File: config.mk
export PLATFORM = sky130hd
export DESIGN_NAME = pid_sequencer
export DESIGN_NICKNAME = d
export VERILOG_FILES = /design/src/rtl/pid_pkg.sv /design/src/rtl/pid_mult.sv /design/src/rtl/pid_sequencer.sv
export SDC_FILE = /design/constraint.sdc
export NUM_CORES = 1
export LEC_CHECK = 0
export BUFFER_PORTS_ARGS = -buffer_cell sky130_fd_sc_hd__buf_2
export CORE_MARGIN = 2
export CORE_UTILIZATION = 55
export CTS_CLUSTER_DIAMETER = 30
export DETAILED_ROUTE_END_ITERATION = 10
export GPL_TIMING_DRIVEN = 0
export PLACE_DENSITY = 0.75
export SYNTH_ARGS = -nofsm -noshare
export SYNTH_HDL_FRONTEND = slang
export SYNTH_SLANG_ARGS = --single-unit
File: constraint.sdc
create_clock -name clk -period 10.4 [get_ports clk]
set_input_delay 0.52 -clock clk [delete_from_list [all_inputs] [get_ports clk]]
set_output_delay 0.52 -clock clk [all_outputs]
set_load 0.02 [all_outputs]
File: src/rtl/pid_pkg.sv
// pid_pkg: shared state codes, widths and saturation limits for the PID sequencer.
package pid_pkg;
    localparam logic [1:0] IDLE = 2'd0;
    localparam logic [1:0] PMUL = 2'd1;
    localparam logic [1:0] DMUL = 2'd2;
    localparam logic [1:0] SUM  = 2'd3;

    localparam int ERR_W   = 16;
    localparam int SAT_W   = 11;
    localparam int COEFF_W = 6;
    localparam int PROD_W  = 17;
    localparam int TERM_W  = 16;
    localparam int ITERM_W = 10;
    localparam int SPD_W   = 12;

    localparam logic signed [SAT_W-1:0] SAT11_MAX = 11'sh3FF;
    localparam logic signed [SAT_W-1:0] SAT11_MIN = 11'sh400;
    localparam logic signed [SPD_W-1:0] SAT12_MAX = 12'sh7FF;
    localparam logic signed [SPD_W-1:0] SAT12_MIN = 12'sh800;

    function automatic logic signed [SPD_W-1:0] sat12(input logic signed [13:0] v);
        return (v > 14'sd2047) ? SAT12_MAX : (v < -14'sd2048) ? SAT12_MIN : v[SPD_W-1:0];
    endfunction
endpackage

File: src/rtl/pid_mult.sv
// pid_mult: the single shared signed 11x6 multiplier of the PID sequencer.
module pid_mult
    import pid_pkg::*;
(
    input  logic signed [SAT_W-1:0]   a,
    input  logic signed [COEFF_W-1:0] b,
    output logic signed [PROD_W-1:0]  p
);
    assign p = PROD_W'(a) * PROD_W'(b);
endmodule

File: src/rtl/pid_sequencer.sv
// pid_sequencer: one PID update per error sample, P and D time-shared on one multiplier,
// mixed with the base speed into saturated left/right motor speeds.
module pid_sequencer
    import pid_pkg::*;
#(
    parameter logic signed [COEFF_W-1:0] P_COEFF   = 6'sd3,
    parameter logic signed [COEFF_W-1:0] D_COEFF   = 6'sd7,
    parameter int                        PID_SHIFT = 3
) (
    input  logic                      clk,
    input  logic                      rst_n,
    input  logic signed [ERR_W-1:0]   error,
    input  logic                      error_vld,
    input  logic                      go,
    input  logic [SAT_W-1:0]          frwrd_spd,
    input  logic signed [ITERM_W-1:0] I_term,
    output logic signed [SAT_W-1:0]   err_sat,
    output logic                      err_vld,
    output logic signed [SPD_W-1:0]   lft_spd,
    output logic signed [SPD_W-1:0]   rght_spd,
    output logic                      pid_vld,
    output logic                      busy,
    output logic                      ovr
);
    logic [1:0]                 state;
    logic signed [SAT_W-1:0]    prev_err, err_cap, mul_a;
    logic signed [COEFF_W-1:0]  mul_b;
    logic signed [PROD_W-1:0]   prod, pid;
    logic signed [TERM_W-1:0]   p_term, d_term;
    logic signed [11:0]         d_full;
    logic signed [7:0]          d_sat;
    logic signed [13:0]         pid_sh;
    logic signed [SPD_W-1:0]    adj;
    logic signed [12:0]         base, lft_sum, rght_sum;

    assign err_cap = (error > 16'sd1023) ? SAT11_MAX : (error < -16'sd1024) ? SAT11_MIN : error[SAT_W-1:0];
    assign d_full  = 12'(err_sat) - 12'(prev_err);
    assign d_sat   = (d_full > 12'sd127) ? 8'sd127 : (d_full < -12'sd128) ? 8'sh80 : d_full[7:0];

    // Operands are forced to zero outside the multiply states so the multiplier stays quiet.
    assign mul_a = (state == PMUL) ? err_sat : (state == DMUL) ? SAT_W'(d_sat) : '0;
    assign mul_b = (state == PMUL) ? P_COEFF : (state == DMUL) ? D_COEFF : '0;

    pid_mult u_mult (.a(mul_a), .b(mul_b), .p(prod));

    assign pid      = PROD_W'(p_term) + PROD_W'(d_term) + PROD_W'(I_term);
    assign pid_sh   = 14'(pid >>> PID_SHIFT);
    assign adj      = sat12(pid_sh);
    assign base     = 13'($signed({1'b0, frwrd_spd}));
    assign lft_sum  = base + 13'(adj);
    assign rght_sum = base - 13'(adj);

    assign err_vld = (state == PMUL);
    assign busy    = (state != IDLE);

    always_ff @(posedge clk or negedge rst_n) begin
        if (!rst_n) begin
            state    <= IDLE;
            err_sat  <= '0;
            prev_err <= '0;
            p_term   <= '0;
            d_term   <= '0;
            lft_spd  <= '0;
            rght_spd <= '0;
            pid_vld  <= 1'b0;
            ovr      <= 1'b0;
        end else begin
            ovr     <= error_vld && (state != IDLE);
            pid_vld <= 1'b0;
            if (!go) begin
                state    <= IDLE;
                prev_err <= '0;
                lft_spd  <= '0;
                rght_spd <= '0;
            end else begin
                case (state)
                    IDLE: if (error_vld) begin
                        err_sat <= err_cap;
                        state   <= PMUL;
                    end
                    PMUL: begin
                        p_term <= TERM_W'(prod);
                        state  <= DMUL;
                    end
                    DMUL: begin
                        d_term <= TERM_W'(prod);
                        state  <= SUM;
                    end
                    default: begin
                        lft_spd  <= sat12(14'(lft_sum));
                        rght_spd <= sat12(14'(rght_sum));
                        prev_err <= err_sat;
                        pid_vld  <= 1'b1;
                        state    <= IDLE;
                    end
                endcase
            end
        end
    end
endmodule

Yosys cells after proc, flatten, opt, wreduce, memory -nomap -nowiden

Index checks and enable logic that the tools add are counted.

Add/sub/neg operators: 5
Multiply operators: 1
Magnitude comparators: 10
Equality and inequality tests: 4
Muxes and demuxes: 25
Reductions and logical operators: 7

Operators with widths:

| kind                   | number |
|---|---|
| $mux W12               | 10 |
| $mux W11               | 6 |
| $gt A13 B12 Y1 const B | 2 |
| $lt A13 B12 Y1 const B | 2 |
| $add A16 B10 Y17       | 1 |
| $add A15 B15 Y16       | 1 |
| $gt A16 B11 Y1 const B | 1 |
| $lt A16 B11 Y1 const B | 1 |
| $mux W8                | 2 |
| $mul A11 B4 Y15        | 1 |
| $gt A14 B12 Y1 const B | 1 |
| $lt A14 B12 Y1 const B | 1 |
| $add A12 B12 Y13       | 1 |
| $sub A12 B12 Y13       | 1 |
| $gt A12 B8 Y1 const B  | 1 |
| $lt A12 B8 Y1 const B  | 1 |
| $sub A11 B11 Y12       | 1 |
| $mux W3                | 2 |
| $pmux W2 S3            | 1 |
| $mux W2                | 2 |
| $reduce_and A2 Y1      | 2 |
| $ne A3 B3 Y1 const B   | 1 |
| $reduce_and A3 Y1      | 1 |
| $reduce_or A3 Y1       | 1 |
| other kinds (7)        | 8 |

Flip-flop bits (word level): 80
Output and inout port bits: 39

Logic depth before layout (Yosys ltp)

Depth in word-level cells: 11
Depth in mapped cells: 26
Depth with buffers taken out: 25

Modules after synthesis

From an unflattened synthesis, not the netlist that was laid out.

Cells, all modules: 902
Area, all modules: 8,535.7 sq um

By module, submodules not included:

| module        | times used | cells an instance | area each (sq um) |
|---|---|---|---|
| pid_sequencer | 1          | 646               | 6,238.5 |
| pid_mult      | 1          | 256               | 2,297.2 |

Least setup slack after synthesis

OpenSTA, ideal clock, no wires.

Path kind: input -> register
Start: in I_term[9]
End: reg rght_spd[10]
Library setup time: 0.126 ns
Data arrival time: 5.160 ns
Data required time: 10.274 ns
Setup slack: 5.114 ns
Cell stages on the path: 19
Buffers on the path: 2
Cell sequence: fa_1 > ha_1 > a21o_1 > a221o_1 > a32oi_1 > o21ai_1 > nor2_4 > nor2_1 > a211oi_4 > buf_4 > a21o_1 > ha_1 > buf_6 > or4_4 > and3_4 > o41ai_4 > nand2_2 > o31a_1 > a221o_1

Cells in the longest elaborated chain, start to end: 10
Elaborated cells on any way between the ends: 12
Those cells by class: add/sub (2); order compare (4); mux (6)

Ends and longest elaborated chain:

| element                | RTL line            | source |
|---|---|---|
| start: declaration     | pid_sequencer.sv:16 | `input logic signed [ITERM_W-1:0] I_term,` |
| $add A16 B10 Y17 *     | pid_sequencer.sv:46 | `assign pid = PROD_W'(p_term) + PROD_W'(d_term) + PROD_W'(I_term);` |
| $lt A14 B12 Y1         | pid_pkg.sv:22       | `return (v > 14'sd2047) ? SAT12_MAX : (v < -14'sd2048) ? SAT12_MIN : v[SPD_W-1:0];` |
| $mux W12               | pid_pkg.sv:22       |  |
| $mux W12 *             | pid_pkg.sv:22       |  |
| $sub A12 B12 Y13 *     | pid_sequencer.sv:51 | `assign rght_sum = base - 13'(adj);` |
| $lt A13 B12 Y1         | pid_pkg.sv:22       |  |
| $mux W12               | pid_pkg.sv:22       |  |
| $mux W12 *             | pid_pkg.sv:22       |  |
| $mux W12 *             | pid_sequencer.sv:76 | `case (state)` |
| $mux W12 *             | pid_sequencer.sv:70 | `if (!go) begin` |
| end signal: assignment | pid_sequencer.sv:91 | `rght_spd <= sat12(14'(rght_sum));` |
| end: declaration       | pid_sequencer.sv:20 | `output logic signed [SPD_W-1:0] rght_spd,` |

Every way passes the cells marked *; elsewhere a longest branch is shown, timed or not. The select of a mux whose other input is x is not followed.
A chain may end at the register's enable or synchronous reset.

Final worst setup path

Start: reg err_sat[0]
End: reg d_term[12]

Cells in the longest elaborated chain, start to end: 7
Elaborated cells on any way between the ends: 8
Those cells by class: add/sub (1); mul (1); order compare (2); mux (4)

Ends and longest elaborated chain:

| element                  | RTL line            | source |
|---|---|---|
| start: declaration       | pid_sequencer.sv:17 | `output logic signed [SAT_W-1:0] err_sat,` |
| start signal: assignment | pid_sequencer.sv:78 | `err_sat <= err_cap;` |
| $sub A11 B11 Y12         | pid_sequencer.sv:37 | `assign d_full = 12'(err_sat) - 12'(prev_err);` |
| $lt A12 B8 Y1            | pid_sequencer.sv:38 | `assign d_sat = (d_full > 12'sd127) ? 8'sd127 : (d_full < -12'sd128) ? 8'sh80 : d_full[7:0];` |
| $mux W8 (2 in series)    | pid_sequencer.sv:38 |  |
| $mux W11                 | pid_sequencer.sv:41 | `assign mul_a = (state == PMUL) ? err_sat : (state == DMUL) ? SAT_W'(d_sat) : '0;` |
| $mux W11 *               | pid_sequencer.sv:41 |  |
| $mul A11 B4 Y15 *        | pid_mult.sv:9       | `assign p = PROD_W'(a) * PROD_W'(b);` |
| end signal: assignment   | pid_sequencer.sv:86 | `d_term <= TERM_W'(prod);` |
| end: declaration         | pid_sequencer.sv:29 | `logic signed [TERM_W-1:0] p_term, d_term;` |

Every way passes the cells marked *; elsewhere a longest branch is shown, timed or not.

==> key figures <==
Logic synthesis
  – Synth Net Count: 948
  – Number of synthesized flops with an enable pin: 0
  – Commonest cells post-synth: dfrtp_1, ha_1, inv_1, nand2_1, o21ai_0
  – Syn Area/Cell: just over 9 sq um
  – Syn. warnings: 0
  – Post-Synthesis Cells: 803
  – Cell variety after synth: 74
  – Synth Area in Adders: about 20%
  – #FFs+latches synth: 80
  – Yosys top cell area share: between 20% and 30%
  – Mapped Area: around 0.0074 sq mm
  – Synth Area in XOR/XNOR: under 10%
  – Compound-Gate Fraction of Synth Area: ~22%
  – Seq/Total Area, Yosys: roughly 27%
  – Largest family of logic cells by synthesized area: compound AO/OA/AOI/OAI gates
  – Simple-Gate Fraction of Synth Area: a little over an eighth
  – Top post-synthesis cells by area: dfrtp_1, ha_1, fa_1
  – Top-count cell post-synth: dfrtp_1
  – Async set-reset flop share out of synthesis: between 90% and 100%
  – Yosys top cell by area: dfrtp_1
  – Post-synthesis mux area share: approximately 6%
  – Main flop type after synthesis: dfrtp_1

Floorplan
  – CORE AREA: ~0.013 sq mm
  – Ports: 80
  – Die Y: between 100 and 150 um
  – DIE AREA: between 0.01 and 0.015 sq mm
  – Row count: between 40 and 50
  – Initial core utilization: 56.1%
  – Die Wd: approximately 120 um

Clocking
  – Post-CTS resize count: 0
  – CTS tree: done
  – Setup Buffers After CTS: 0
  – Clk slew on worst S/H paths: around 0.060 ns
  – Cts bufs inserted: 9
  – Root Buffer Master: clkbuf_16
  – Later-pin clock latency in the skew report: about 0.35 ns
  – # H-tree levels: 3
  – Clock buffer depth: 2
  – Post-cts hold buffer count: 0
  – Clock tree sinks: 80

Run status
  – Status: completed

Critical path
  – Crit end category: register
  – Critical path arrival: between 6 and 7 ns
  – Max FO, Critical Path: 8
  – Crit-path slowest cell: fa_1
  – Critical path's most frequent cell: inv_1
  – Max incr delay on CP: ~0.52 ns
  – Critical setup path kind: reg -> reg
  – Data required time of the worst path: roughly 11 ns
  – CP Launch Type: register

Final layout
  – Antenna diode count: 0
  – Filler Cell Count: 1,156
  – Area Overhead vs Synth: 13.0%
  – Count of nets after finishing: between 1,000 and 1,500
  – Layout cells sized above 1: 17.8%

Timing
  – Max Freq: between 0.15 and 0.2 GHz
  – Tcrit/Tclk final: between 50% and 60%
  – RSZ-0062 raised after global routing: no
  – Slew @ Worst Pin: about 0.72 ns
  – Final setup violation count: 0
  – Crit path time final: 5.79 ns
  – Endpoints failing hold: 0
  – Clock skew: 0.0101 ns
  – Slew Limit Headroom: 52.0%
  – TNS Setup: 0 ns
  – Fin. max-slew vios: 0

Drt
  – Drt wl/cell: 15.8 um
  – Starting DRT DRC Count: between 200 and 300
  – DRC viols: 0
  – Vias: around 6,000
  – Routed via count divided by cell count: roughly 5.7
  – Pre-antenna DRT Iters: 5
  – Antenna-violating nets left: 0
  – WL final: ~17 mm

Global route
  – Gr ovfl total: 0
  – Largest net degree at the start of global routing: 63
  – Vias in the first global route: 5,863
  – Global Route Usage Sum: 24.3%
  – First-pass GRT wire length: 28.0 mm
  – Initial antenna violation count: 0

Placed design
  – GP Congestion: 0.935
  – PortBufs: 79
  – Hpwl dp: around 14 mm

Hold path
  – Min-Delay Path Class: in -> async

Job
  – Max_cap viols: 0
metal layers:
layer | vias up | share of wire, % | global-route usage [%]
met2 | 133 | 50 | 43.0
met3 | 18 | 4.1 | 4.39
li1 | 3029 | - | -
met1 | 2913 | 45 | 31.0
met4 | 0 | 1.2 | 5.38
met5 | - | 0 | 0
flip-flops by register name, summed over array words and instances, names as in the netlist:
register / cells
d_term: 15
err_sat: 11
lft_spd: 12
ovr: 1
p_term: 15
pid_vld: 1
prev_err: 11
rght_spd: 12
state: 2
cell type report:
cell class                      instances  area, sq um  area share [%]
Multi-Input combinational cell        622         5030            59.9
Clock buffer                           12          256            3.05
Sequential cell                        80         2000            23.8
Tap cell                              176          220            2.62
Inverter                               75          282            3.35
Timing Repair Buffer                   80          425            5.06
Clock inverter                          3         65.1           0.774
Buffer                                 26          121            1.44
cell families after synthesis:
logic type	Yosys count
AO/OA/AOI/OAI	227
AND/OR/NAND/NOR	202
adder cells (fa/ha/maj)	104
buffers and inverters	101
flip-flops	80
XOR/XNOR	48
multiplexers	41
worst max-delay path, delay by kind of cell (launching register included):
family	cells	cell delay [ns]
xor+xnor	2	0.22
fa+ha+maj	5	1.70
flops	1	0.49
simple gates	5	0.74
buf+inv	5	0.41
compound gates	8	1.82
mux	1	0.28
final timing paths:
kind                       depth (start not counted)         start      endpoint  slack (ns)
max                                               26    err_sat[0]    d_term[12]        4.61
min                                                1         rst_n   lft_spd[10]        0.05
max reg2reg                                       26    err_sat[0]    d_term[12]        4.61
min reg2reg                                        1  rght_spd[11]  rght_spd[11]        0.47
max in group asynchronous                          2         rst_n     p_term[9]        9.76
min in group clk                                   2     error_vld           ovr        0.43
per-stage QoR:
step / worst slack (ns) / std cells / util [%] / hold WS (ns) / instance area (sq um)
2_1_floorplan: 5.11 / 803 / - / 0.224 / 7430
3_3_place_gp: 4.49 / 1058 / 60.8 / 0.456 / 8050
3_5_place_dp: 4.46 / 1059 / 61.0 / 0.424 / 8080
4_1_cts: 4.59 / 1074 / 63.4 / 0.0474 / 8400
5_1_grt: 4.14 / 1074 / 63.4 / 0.0548 / 8400
6_report: 4.61 / 1074 / 63.4 / 0.0496 / 8400
cell usage in the layout, fill, tap and decap left out, types with 9 or more instances in the layout:
cell       Yosys  layout
buf_2          4      82
dfrtp_1       80      80
ha_1          78      78
inv_1         75      75
nand2_1       62      62
o21ai_0       52      52
a21oi_1       41      41
nor2_1        39      39
xnor2_1       39      39
mux2_2        26      26
fa_1          26      26
nor2b_1       24      24
a21o_1        20      20
clkbuf_1      18      19
mux2i_1       14      14
nand2b_1      13      13
o21a_1        13      13
nand3_1       12      12
a221o_1       11      11
nor3_1        11      11
a211oi_1      10      10
and2_1         9       9
and3_1         9       9
clkbuf_16      0       9
Power is left out: the tool's default activity adds up to more than one toggle a clock period on the data nets, which glitch-free logic cannot reach.
